[config.mk]
export PLATFORM = sky130hd
export DESIGN_NAME = mem_arbiter_2to1
export DESIGN_NICKNAME = d
export VERILOG_FILES = /design/src/rtl/mem_arbiter_2to1.sv
export SDC_FILE = /design/constraint.sdc
export NUM_CORES = 1
export LEC_CHECK = 0
export ABC_AREA = 1
export CORE_AREA = 3 3 120 122
export CTS_BUF_LIST = sky130_fd_sc_hd__clkbuf_4
export DETAILED_ROUTE_END_ITERATION = 10
export DIE_AREA = 0 0 123 125
export HOLD_SLACK_MARGIN = 0.02
export PLACE_DENSITY_LB_ADDON = 0.25
export SLEW_MARGIN = 40
export SYNTH_ARGS = -nofsm -noshare
export SYNTH_HDL_FRONTEND = slang
export SYNTH_SLANG_ARGS = --single-unit
[constraint.sdc]
create_clock -name clk_i -period 1.6 [get_ports clk_i]
set_clock_uncertainty 0.05 [all_clocks]
set_input_delay 0.16 -clock clk_i [delete_from_list [all_inputs] [get_ports clk_i]]
set_output_delay 0.16 -clock clk_i [all_outputs]
set_load 0.03 [all_outputs]
[src/rtl/mem_arbiter_2to1.sv]
// Two-master to one-slave arbiter for the req/gnt/rvalid memory protocol.
// Round-robin grant, stall lock for address stability, in-order ID FIFO for response routing.
module mem_arbiter_2to1 #(
  parameter int ADDR_WIDTH      = 32,
  parameter int DATA_WIDTH      = 32,
  parameter int MAX_OUTSTANDING = 2
) (
  input  logic                    clk_i,
  input  logic                    rst_i,
  input  logic                    m0_req_i,
  output logic                    m0_gnt_o,
  output logic                    m0_rvalid_o,
  input  logic [ADDR_WIDTH-1:0]   m0_addr_i,
  input  logic                    m0_we_i,
  input  logic [DATA_WIDTH/8-1:0] m0_be_i,
  input  logic [DATA_WIDTH-1:0]   m0_wdata_i,
  output logic [DATA_WIDTH-1:0]   m0_rdata_o,
  input  logic                    m1_req_i,
  output logic                    m1_gnt_o,
  output logic                    m1_rvalid_o,
  input  logic [ADDR_WIDTH-1:0]   m1_addr_i,
  input  logic                    m1_we_i,
  input  logic [DATA_WIDTH/8-1:0] m1_be_i,
  input  logic [DATA_WIDTH-1:0]   m1_wdata_i,
  output logic [DATA_WIDTH-1:0]   m1_rdata_o,
  output logic                    s_req_o,
  input  logic                    s_gnt_i,
  input  logic                    s_rvalid_i,
  output logic [ADDR_WIDTH-1:0]   s_addr_o,
  output logic                    s_we_o,
  output logic [DATA_WIDTH/8-1:0] s_be_o,
  output logic [DATA_WIDTH-1:0]   s_wdata_o,
  input  logic [DATA_WIDTH-1:0]   s_rdata_i,
  output logic                    spurious_o
);

  localparam int PTR_W = (MAX_OUTSTANDING > 1) ? $clog2(MAX_OUTSTANDING) : 1;
  localparam int CNT_W = $clog2(MAX_OUTSTANDING + 1);
  localparam logic [CNT_W-1:0] CNT_MAX  = CNT_W'(MAX_OUTSTANDING);
  localparam logic [PTR_W-1:0] PTR_LAST = PTR_W'(MAX_OUTSTANDING - 1);

  logic [MAX_OUTSTANDING-1:0] id_fifo;
  logic [PTR_W-1:0]           rd_ptr;
  logic [PTR_W-1:0]           wr_ptr;
  logic [CNT_W-1:0]           count;
  logic                       last_grant;
  logic                       lock;
  logic                       locked_sel;
  logic                       spurious;

  logic sel;
  logic hold;
  logic pop;
  logic push;
  logic can_push;
  logic head;

  function automatic logic [PTR_W-1:0] next_ptr(input logic [PTR_W-1:0] p);
    return (p == PTR_LAST) ? '0 : p + 1'b1;
  endfunction

  // The lock only binds while its owner keeps requesting, so a master that
  // drops req mid-stall never receives a grant it did not ask for.
  assign hold = lock && (locked_sel ? m1_req_i : m0_req_i);

  always_comb begin
    sel = 1'b0;
    if (hold)                      sel = locked_sel;
    else if (m0_req_i && m1_req_i) sel = ~last_grant;
    else if (m1_req_i)             sel = 1'b1;
    else                           sel = 1'b0;
  end

  assign pop      = s_rvalid_i && (count != '0);
  assign can_push = (count < CNT_MAX) || pop;
  assign s_req_o  = (m0_req_i || m1_req_i) && can_push;
  assign push     = s_req_o && s_gnt_i;
  assign head     = id_fifo[rd_ptr];

  assign m0_gnt_o    = push && !sel;
  assign m1_gnt_o    = push && sel;
  assign m0_rvalid_o = pop && !head;
  assign m1_rvalid_o = pop && head;
  assign m0_rdata_o  = s_rdata_i;
  assign m1_rdata_o  = s_rdata_i;
  assign spurious_o  = spurious;

  assign s_addr_o  = sel ? m1_addr_i  : m0_addr_i;
  assign s_we_o    = sel ? m1_we_i    : m0_we_i;
  assign s_be_o    = sel ? m1_be_i    : m0_be_i;
  assign s_wdata_o = sel ? m1_wdata_i : m0_wdata_i;

  always_ff @(posedge clk_i) begin
    if (rst_i) begin
      id_fifo    <= '0;
      rd_ptr     <= '0;
      wr_ptr     <= '0;
      count      <= '0;
      last_grant <= 1'b1;
      lock       <= 1'b0;
      locked_sel <= 1'b0;
      spurious   <= 1'b0;
    end else begin
      if (push) begin
        id_fifo[wr_ptr] <= sel;
        wr_ptr          <= next_ptr(wr_ptr);
        last_grant      <= sel;
        lock            <= 1'b0;
      end else if (s_req_o) begin
        lock       <= 1'b1;
        locked_sel <= sel;
      end else if (lock && !hold) begin
        lock <= 1'b0;
      end
      if (pop) rd_ptr <= next_ptr(rd_ptr);
      if (push && !pop)      count <= count + 1'b1;
      else if (pop && !push) count <= count - 1'b1;
      if (s_rvalid_i && (count == '0)) spurious <= 1'b1;
    end
  end

endmodule

==> results.txt <==
crit path kind = reg -> reg
dpl cells = 701
TritonCTS Buffers = 3
Syn-to-layout area delta = 137%
Hold Path Class = in -> out
unrepaired setup endpoints after global routing = true
Yosys top cell by area = nand2_1
failing checks = setup timing
average cell area after synthesis = 5.17 um^2
CTS tree = yes
Die H = 125 um
Core ar. = 0.0133 mm^2
Synth Instances = 369
IO Pins = 315
Min Clock Period, post-route = 1.85 ns
syn_nets = 546
Max Cap Viol = 0
area of the multi-input gates = 0.00124 mm^2
# clock sinks = 10
metal2 WL = 5.60 mm
dpl ws = -0.287 ns
vias per cell = 3.87
top-area cell type share of the netlist area = 0.448
worst skew pair latency = 0.25 ns
final worst path period share = 1.15
die area = 0.0154 mm^2
Buf/Inv on CP = 8
Final Non-Filler Cells = 721
Mapped Area = 0.00191 mm^2
Slew Limit Fails = 0
Syn. warnings = 0
met3 wire length = 1.23 mm
# diodes = 0
Critical-path top delay cell = dfxtp_4
post-synthesis sequential area ratio = 0.105
layout cells sized above 1 = 0.310
crit-path most repeated cell = buf_4
hold_buf cts = 0
CTS clk-pin slew, worst paths = 0.06 ns
Power Dens Cells = 686 mW/mm^2
Routed Antenna Nets = 0
P_leak = 2.21 nW
Clock Path Buffers = 2
All-Layer GR Usage = 0.116
Top FF cell, synth = dfxtp_1
Die Wd = 123 um
Hold Vio Cnt, Final = 0
Highest Clock Rate = 0.542 GHz
Yosys reg bits = 10
initial antenna violation count = 0
fillers = 1409
Startpoint Class = flip-flop
WL/cell = 14.8 um
Starting Density = 0.144
actual slew at the worst max-slew pin = 0.346 ns
dominant cells by area after synthesis = nand2_1 (45%), buf_4 (26%), dfxtp_1 (10%)
drt pass-1 iters = 5
Yosys cell types = 18
max_slew headroom = 0.767
largest net degree at the start of global routing = 37
Setup-failing EPs final = 72
synth cell count leaders = nand2_1 (228), buf_4 (66), inv_1 (19), dfxtp_1 (10)
drt total wl = 10.7 mm
Final GP Congestion = 0.730
Rows = 42
Synth async-reset ratio = 0
Final Worst Setup Slack = -0.245 ns
status = complete, but fails checks
top routing layer in use = met4
via count = 2792
vias in the first global route = 2717
post-DP HPWL = 7.68 mm
Crit path max-delay family = buffers and inverters
overall power = 3.10 mW
Setup crit end kind = flip-flop
CP required = 1.75 ns
GRT Residual Overflow = 0
wire length of the first global-routing pass = 14.4 mm
flip-flop and latch area = 209 um^2
Root Buffer = clkbuf_4
DRC violations left = 0
Max IR drop VDD = 0.000385 V
CP max FO = 4
CP max stage delay = 0.41 ns
crit path DAT = 1.99 ns
EDFF count, synth = 0
Routed met1 length = 3.77 mm
PortBufs = 218
critical path cell sequence = nand2_1, nand3_4, nand2_4, buf_4, buf_4, buf_4, buf_4, buf_4, buf_4, buf_4, nand3_1, nand2_1, inv_1
H-tree lvl count = 1
most instantiated library cell after synthesis = nand2_1
nets = 724
DR iter-0 viols = 56
where the power goes:
part	total [mW]	leakage [nW]	switching, mW	internal, mW
Sequential	0.333	0.0844	0.0392	0.294
Combinational	2.60	2.11	1.33	1.28
Clock	0.166	0.0138	0.0799	0.0865
what timing repair did:
action	4_1_cts	5_1_grt
setup buffers	11	2
resized for setup	67	71
pin swaps	3	5
cloned	2	4
hold endpoints to repair	0	0
setup endpoints to repair	71	76
sequential cells by signal (all words and copies together) (netlist names):
signal / count
wr_ptr: 1
spurious_o: 1
count: 2
last_grant: 1
locked_sel: 1
rd_ptr: 1
lock: 1
id_fifo: 2
cell families (layout without fill, tap and decap cells):
group	Yosys count	after routing	synth area share
compound gates	15	15	0.0413
fa+ha+maj	1	1	0.00655
buf+inv	98	274	0.353
flops	10	10	0.105
simple gates	245	245	0.494
cell type report:
cell class | count | area share
clock buffer | 3 | 0.00498
inverter | 20 | 0.0171
tap | 176 | 0.0487
multi-input combinational | 261 | 0.275
timing repair buffer | 251 | 0.608
sequential | 10 | 0.0462
placed cells by master (no fill, tap or decap), types with 3 or more instances in the layout:
cell             count
clkbuf_16            4
dfxtp_1              7
buf_4               26
inv_1               15
o21ai_1              3
buf_6               60
buf_12              17
a21oi_1              7
inv_2                4
clkbuf_4             3
clkdlybuf4s50_1    142
nand2_4              6
nand2_1            184
nand2_2             38
nor2_1               7
through the flow:
step | setup TNS [ns] | util | hold slack (ns) | cell area [um^2]
5_1_grt | -19.96 | 0.340 | 0.270 | 4520
3_3_place_gp | -15.01 | 0.288 | 0.270 | 3830
3_5_place_dp | -16.05 | 0.288 | 0.270 | 3830
4_1_cts | -11.84 | 0.318 | 0.270 | 4230
6_report | -12.56 | 0.340 | 0.270 | 4520
2_1_floorplan | 0 | - | 0.182 | 1910
routing by layer:
| layer | vias up | GRT usage |
|---|---|---|
| met5 | - | 0 |
| met4 | 0 | 0.0130 |
| met3 | 8 | 0.0379 |
| met2 | 182 | 0.225 |
| met1 | 1209 | 0.124 |
| li1 | 1393 | - |
final timing paths:
kind | startpoint | to | slack [ns] | cells after the start
hold reg to reg | rd_ptr | rd_ptr | 0.43 | 2
setup / recovery | locked_sel | locked_sel | -0.25 | 13
hold / removal | s_rdata_i[13] | m1_rdata_o[13] | 0.27 | 0
setup reg to reg | locked_sel | locked_sel | -0.25 | 13
Power figures use the tool's default switching activity.
